==> config.mk <==
export PLATFORM = sky130hd
export DESIGN_NAME = conv_window_sequencer
export DESIGN_NICKNAME = d
export VERILOG_FILES = /design/src/rtl/conv_window_sequencer.sv
export SDC_FILE = /design/constraint.sdc
export NUM_CORES = 1
export LEC_CHECK = 0
export CORE_MARGIN = 5
export CORE_UTILIZATION = 60
export DETAILED_ROUTE_END_ITERATION = 8
export PLACE_DENSITY = 0.83
export SYNTH_ARGS = -nofsm -noshare
export SYNTH_HDL_FRONTEND = slang
export SYNTH_SLANG_ARGS = --single-unit
==> constraint.sdc <==
create_clock -name clk -period 4.8 [get_ports clk]
set_clock_uncertainty 0.05 [all_clocks]
set_input_delay 0.48 -clock clk [delete_from_list [all_inputs] [get_ports clk]]
set_output_delay 0.48 -clock clk [all_outputs]
set_load 0.1 [all_outputs]
==> src/rtl/conv_window_sequencer.sv <==
// conv_window_sequencer: walks every KxK window of an NxN input, issuing MAC ops and writing returned results.
// Optional CONV_SEQ_PERF_EN adds stall_cycles/issue_cycles performance counters.
module conv_window_sequencer #(
  parameter int MAX_FILTER = 16,
  parameter int MAX_OUTSTANDING = 4
) (
  input  logic        clk,
  input  logic        rst,
  input  logic        start,
  input  logic [7:0]  input_size,
  input  logic [7:0]  filter_size,
  output logic        op_valid,
  input  logic        op_ready,
  output logic [15:0] in_addr,
  output logic [7:0]  flt_addr,
  output logic        op_first,
  output logic        op_last,
  input  logic        res_valid,
  output logic        out_we,
  output logic [15:0] out_addr,
  output logic [7:0]  output_size,
  output logic        busy,
  output logic        done,
  output logic        err
`ifdef CONV_SEQ_PERF_EN
  ,
  output logic [31:0] stall_cycles,
  output logic [31:0] issue_cycles
`endif
);
  localparam logic [8:0] MAXF = 9'(MAX_FILTER);
  localparam logic [3:0] MAXO = 4'(MAX_OUTSTANDING);
  typedef enum logic [2:0] {IDLE, CHECK, RUN, DRAIN, DONE} state_t;
  state_t state, state_nx;
  logic [7:0] n_sz, k_sz, row, col, m, n;
  logic [15:0] win_base;
  logic [3:0] outstanding;
  logic run, fire, first_tap, last_tap, last_win, acc_start, cfg_bad;
  assign acc_start = state == IDLE && start;
  assign run = state == RUN;
  assign first_tap = m == 8'd0 && n == 8'd0;
  assign last_tap = m == k_sz - 8'd1 && n == k_sz - 8'd1;
  assign last_win = row == output_size - 8'd1 && col == output_size - 8'd1;
  // a new window may not start while the result pipeline is full
  assign op_valid = run && !(first_tap && outstanding == MAXO);
  assign fire = op_valid && op_ready;
  assign op_first = run && first_tap;
  assign op_last = run && last_tap;
  assign out_we = res_valid && (run || state == DRAIN) && outstanding != 4'd0;
  assign busy = state == CHECK || run || state == DRAIN;
  assign done = state == DONE;
  assign cfg_bad = k_sz == 8'd0 || n_sz == 8'd0 || k_sz > n_sz || {1'b0, k_sz} > MAXF;
  always_comb begin
    state_nx = state;
    case (state)
      IDLE:    state_nx = start ? CHECK : IDLE;
      CHECK:   state_nx = cfg_bad ? DONE : RUN;
      RUN:     state_nx = fire && last_tap && last_win ? DRAIN : RUN;
      DRAIN:   state_nx = outstanding == {3'd0, out_we} ? DONE : DRAIN;
      default: state_nx = IDLE;
    endcase
  end
  always_ff @(posedge clk or posedge rst)
    if (rst) begin
      state <= IDLE;
      n_sz <= 8'd0;
      k_sz <= 8'd0;
      row <= 8'd0;
      col <= 8'd0;
      m <= 8'd0;
      n <= 8'd0;
      win_base <= 16'd0;
      in_addr <= 16'd0;
      flt_addr <= 8'd0;
      out_addr <= 16'd0;
      output_size <= 8'd0;
      outstanding <= 4'd0;
      err <= 1'b0;
    end else begin
      state <= state_nx;
      if (acc_start) begin
        n_sz <= input_size;
        k_sz <= filter_size;
        err <= 1'b0;
        out_addr <= 16'd0;
      end
      if (state == CHECK) begin
        err <= cfg_bad;
        output_size <= cfg_bad ? 8'd0 : n_sz - k_sz + 8'd1;
        row <= 8'd0;
        col <= 8'd0;
        m <= 8'd0;
        n <= 8'd0;
        win_base <= 16'd0;
        in_addr <= 16'd0;
        flt_addr <= 8'd0;
      end
      if (fire) begin
        flt_addr <= last_tap ? 8'd0 : flt_addr + 8'd1;
        if (n != k_sz - 8'd1) begin
          n <= n + 8'd1;
          in_addr <= in_addr + 16'd1;
        end else if (m != k_sz - 8'd1) begin
          n <= 8'd0;
          m <= m + 8'd1;
          in_addr <= in_addr + {8'd0, n_sz} - {8'd0, k_sz} + 16'd1;
        end else begin
          n <= 8'd0;
          m <= 8'd0;
          if (col != output_size - 8'd1) begin
            col <= col + 8'd1;
            win_base <= win_base + 16'd1;
            in_addr <= win_base + 16'd1;
          end else begin
            // base of last window in a row plus K lands on the next row start
            col <= 8'd0;
            row <= row + 8'd1;
            win_base <= win_base + {8'd0, k_sz};
            in_addr <= win_base + {8'd0, k_sz};
          end
        end
      end
      outstanding <= outstanding + {3'd0, fire && last_tap} - {3'd0, out_we};
      if (out_we) out_addr <= out_addr + 16'd1;
    end
`ifdef CONV_SEQ_PERF_EN
  always_ff @(posedge clk or posedge rst)
    if (rst) begin
      stall_cycles <= 32'd0;
      issue_cycles <= 32'd0;
    end else if (acc_start) begin
      stall_cycles <= 32'd0;
      issue_cycles <= 32'd0;
    end else begin
      if (run && !fire) stall_cycles <= stall_cycles + 32'd1;
      if (fire) issue_cycles <= issue_cycles + 32'd1;
    end
`endif
endmodule

==> flow_summary.yaml, run 1 <==
finish:
  fin_nets: 1220
  multiInputGateArea_um2: 5570
  syn_to_final_growth_pct: 17.9
  fin_util_pct: 72.6
  seqCellArea_um2: 3010
  fillers: 1094
  antenna_cells: 0
  fin_area_um2: 10600
  drive_above_1_share_pct: 7.60
  fin_cells: 1316
power_and_ir_drop:
  pwr-share-clk_pct: 34.1
  switching_share_pct: 39.2
  max-vdd-ir-drop_mv: 0.285
  combinationalPowerShare_pct: 35.5
  power.net_switching_w: 0.00158
  seqPwrFrac_pct: 30.4
  internal_power_w: 0.00245
  leakage_nw: 4.87
  power-per-cell-area_nw_per_um2: 380
floorplanning:
  die_x_um: 132
  dieArea_um2: 17500
  dieHeight_um: 132
  num_rows: 44
  pin_count: 76
  initial_utilization_pct: 61.6
  core_area_um2: 14600
clock_tree:
  htreeDepth: 4
  cts.reportedPaths.clkPinSlew_ns: 0.06
  clock_sinks: 120
  ctsHoldBuffers: 0
  cts_tree: "built"
  clk_path_buf_depth: 2
  cts_resized: 0
  postCtsSetupBuffers: 0
  clk_latency_ns: 0.43
  cts_buffers: 17
  cts_root_buf: "clkbuf_16"
timing:
  finalCritPeriodShare_pct: 89.0
  fmax_ghz: 0.234
  holdWs_ns: 0.440
  timing.slew.headroom_pct: 32.9
  final_max_slew_viol_count: 0
  grt_setup_unrepaired: "false"
  hold_viol: 0
  tightest_slew_ns: 1.00
  min_period_ns: 4.27
  setup_viol: 0
drt:
  drt_wl_total_um: 24200
  antenna_left: 0
  vias: 8134
  vias_per_cell: 6.18
  drc_errors: 0
  drtIter0Drc: 538
  drt_pass1_iterations: 5
  post_drt_wl_per_cell_um: 18.4
global_routing:
  grt_usage_pct: 27.8
  grt_max_degree: 65
  grt_pass1_vias: 7973
  global_route.overflow_total: 0
  grt_pass1_wl_um: 39800
  antenna_found_initial: 0
flow_run:
  maxCapViolations: 0
synth:
  syn_area_um2: 8990
  async_flop_share_pct: 100
  synth_cell_types: 69
  yosys_warnings: 0
  syn-num-nets: 1146
  synth-seq-cells: 120
  seq_area_frac_synth_pct: 33.4
  synth_ff_type: "dfrtp_1"
  synth_cells: 1045
  synth-edff-count: 0
  syn_area_per_cell_um2: 8.60
min_path:
  hold_path_class: "flip-flop to flip-flop"
worst_setup_path:
  critPathSlowestCell: "dfrtp_2"
  path_max_fanout: 6
  path_delay_family: "simple AND/OR/NAND/NOR gates"
  cp-start-kind: "flip-flop"
  cp.arrival_ns: 4.57
  max_stage_delay_ns: 0.45
  cp-end-kind: "flip-flop"
  worst_ep_required_time_ns: 5.10
  crit_buf_inv: 1
  criticalPathCategory: "flip-flop to flip-flop"
  cp_cell_sequence: "inv_1 -> ha_1 -> nor3b_1 -> xnor2_1 -> xor2_1 -> nand3_1 -> nor4_2 -> nand2_1 -> ha_1 -> fa_1 -> a21oi_1 -> nor2b_1 -> o31a_1 -> o41a_1 -> and3_1 -> xor2_1 -> mux2i_1 -> a21oi_1"
place:
  dp_hpwl_um: 18000
  place_area_um2: 9970
  post-place-cells: 1284
  gp_congestion: 0.928
  port_buffers: 75
run_status:
  status: "complete, no violations"
-- registers in the layout, indices dropped and copies added (netlist names) --
signal,flops
k_sz,8
flt_addr,8
n_sz,8
outstanding,4
output_size,8
out_addr,16
state,3
in_addr,16
row,8
err,1
col,8
m,8
n,8
win_base,16
-- final timing paths --
check | slack [ns] | end | startpoint | depth (start not counted)
worst max-delay path | 0.53 | in_addr[14] | output_size[0] | 18
worst min-delay path | 0.44 | out_addr[15] | out_addr[15] | 1
worst max register to register | 0.53 | in_addr[14] | output_size[0] | 18
worst min register to register | 0.44 | out_addr[15] | out_addr[15] | 1
max in group asynchronous | 3.21 | k_sz[2] | rst | 3
min in group asynchronous | 0.52 | in_addr[11] | rst | 2
-- Yosys cell counts (10+ instances only) --
| cell | count | area, um^2 |
|---|---|---|
| a21o_1 | 16 | 120 |
| a21oi_1 | 43 | 215 |
| and2_1 | 13 | 81.3 |
| and3_1 | 26 | 163 |
| clkbuf_1 | 29 | 109 |
| dfrtp_1 | 120 | 3000 |
| fa_1 | 11 | 220 |
| ha_1 | 69 | 863 |
| inv_1 | 75 | 282 |
| mux2_2 | 16 | 180 |
| nand2_1 | 111 | 417 |
| nand2b_1 | 11 | 68.8 |
| nand3_1 | 53 | 265 |
| nand4_1 | 15 | 93.8 |
| nor2_1 | 62 | 233 |
| nor3_1 | 29 | 145 |
| nor4_1 | 10 | 62.6 |
| o21ai_0 | 99 | 495 |
| o31ai_1 | 16 | 120 |
| xnor2_1 | 54 | 473 |
| xor2_1 | 30 | 263 |
-- cell type report --
| cell class | count | share of cell area, % |
|---|---|---|
| clock inverters | 14 | 1.85 |
| well taps | 184 | 2.17 |
| clock buffers | 18 | 4.05 |
| flip-flops and latches | 120 | 28.4 |
| repair buffers | 93 | 8.34 |
| inverters | 75 | 2.68 |
| multi-input cells | 812 | 52.5 |
-- stage by stage --
stage | setup WS, ns | setup TNS (ns) | total power (W)
after floorplan | -0.00545 | -0.00545 | 0.00230
after global placement | 0.751 | 0 | 0.00262
after detailed placement | 0.538 | 0 | 0.00266
after CTS | 0.528 | 0 | 0.00404
after global routing | 0.248 | 0 | 0.00422
final | 0.530 | 0 | 0.00403
-- per-layer routing --
metal | vias up | track usage (%) | part of all wire (%) | routed length [um]
met2 | 350 | 45.7 | 48 | 11600
met5 | - | 0 | 0 | 0
li1 | 3844 | - | - | -
met1 | 3878 | 35.5 | 41 | 10000
met3 | 62 | 5.15 | 7.3 | 1770
met4 | 0 | 12.8 | 3.1 | 751
-- power by group through the flow --
stage / combinational, W / sequential [W] / clock, W
final: 0.00143 / 0.00122 / 0.00137
after floorplan: 0.000738 / 0.00156 / 0
after detailed placement: 0.00142 / 0.00124 / 0
after global routing: 0.00155 / 0.00124 / 0.00143
after CTS: 0.00143 / 0.00122 / 0.00139
after global placement: 0.00139 / 0.00123 / 0
-- worst register-to-register path: stages (launching register included) --
cell and delay (ns):
dfrtp_2 0.45, inv_1 0.09, ha_1 0.21, nor3b_1 0.30, xnor2_1 0.23, xor2_1 0.19, nand3_1 0.11, nor4_2 0.31
nand2_1 0.09, ha_1 0.22, fa_1 0.41, a21oi_1 0.15, nor2b_1 0.07, o31a_1 0.25, o41a_1 0.43, and3_1 0.22
xor2_1 0.17, mux2i_1 0.09, a21oi_1 0.14
-- logic make-up (layout without fill, tap and decap cells) --
group                      count (synthesis)  after routing  share of synthesized area [%]
AOI/OAI and AO/OA                        240            240                           16.5
and+or+nand+nor                          382            382                           21.5
adders and majority gates                 81             81                           12.2
xor gates and xnor gates                  87             87                           8.94
DFF                                      120            120                           33.4
buffers and inverters                    113            200                           4.80
muxes                                     22             22                           2.67
-- layout by cell type (no fill, tap or decap), types with 8 or more instances in the layout --
| master | count |
|---|---|
| ha_1 | 69 |
| mux2_2 | 16 |
| nand2b_1 | 11 |
| and2_1 | 13 |
| o211ai_1 | 9 |
| inv_1 | 74 |
| nor2_1 | 62 |
| a21o_1 | 16 |
| nor3_1 | 28 |
| or3_1 | 9 |
| buf_4 | 19 |
| a21oi_1 | 43 |
| clkbuf_16 | 17 |
| xnor2_1 | 54 |
| and3_1 | 26 |
| nand4_1 | 15 |
| fa_1 | 11 |
| o21ai_0 | 99 |
| o21bai_1 | 8 |
| nor2b_1 | 8 |
| clkdlybuf4s50_1 | 74 |
| nand3_1 | 53 |
| xor2_1 | 30 |
| nor4_1 | 9 |
| o31ai_1 | 16 |
| dfrtp_1 | 118 |
| nand2_1 | 111 |
Power figures use the tool's default switching activity.
==> run 2: changes to the inputs <==
--- a/config.mk
+++ b/config.mk
@@ -5,6 +5,7 @@
 export SDC_FILE = /design/constraint.sdc
 export NUM_CORES = 1
 export LEC_CHECK = 0
+export CAP_MARGIN = 20
 export CORE_MARGIN = 5
 export CORE_UTILIZATION = 60
 export DETAILED_ROUTE_END_ITERATION = 8
==> results of run 2 <==
No change in the layout: final DEF, timing and power equal those of run 1.
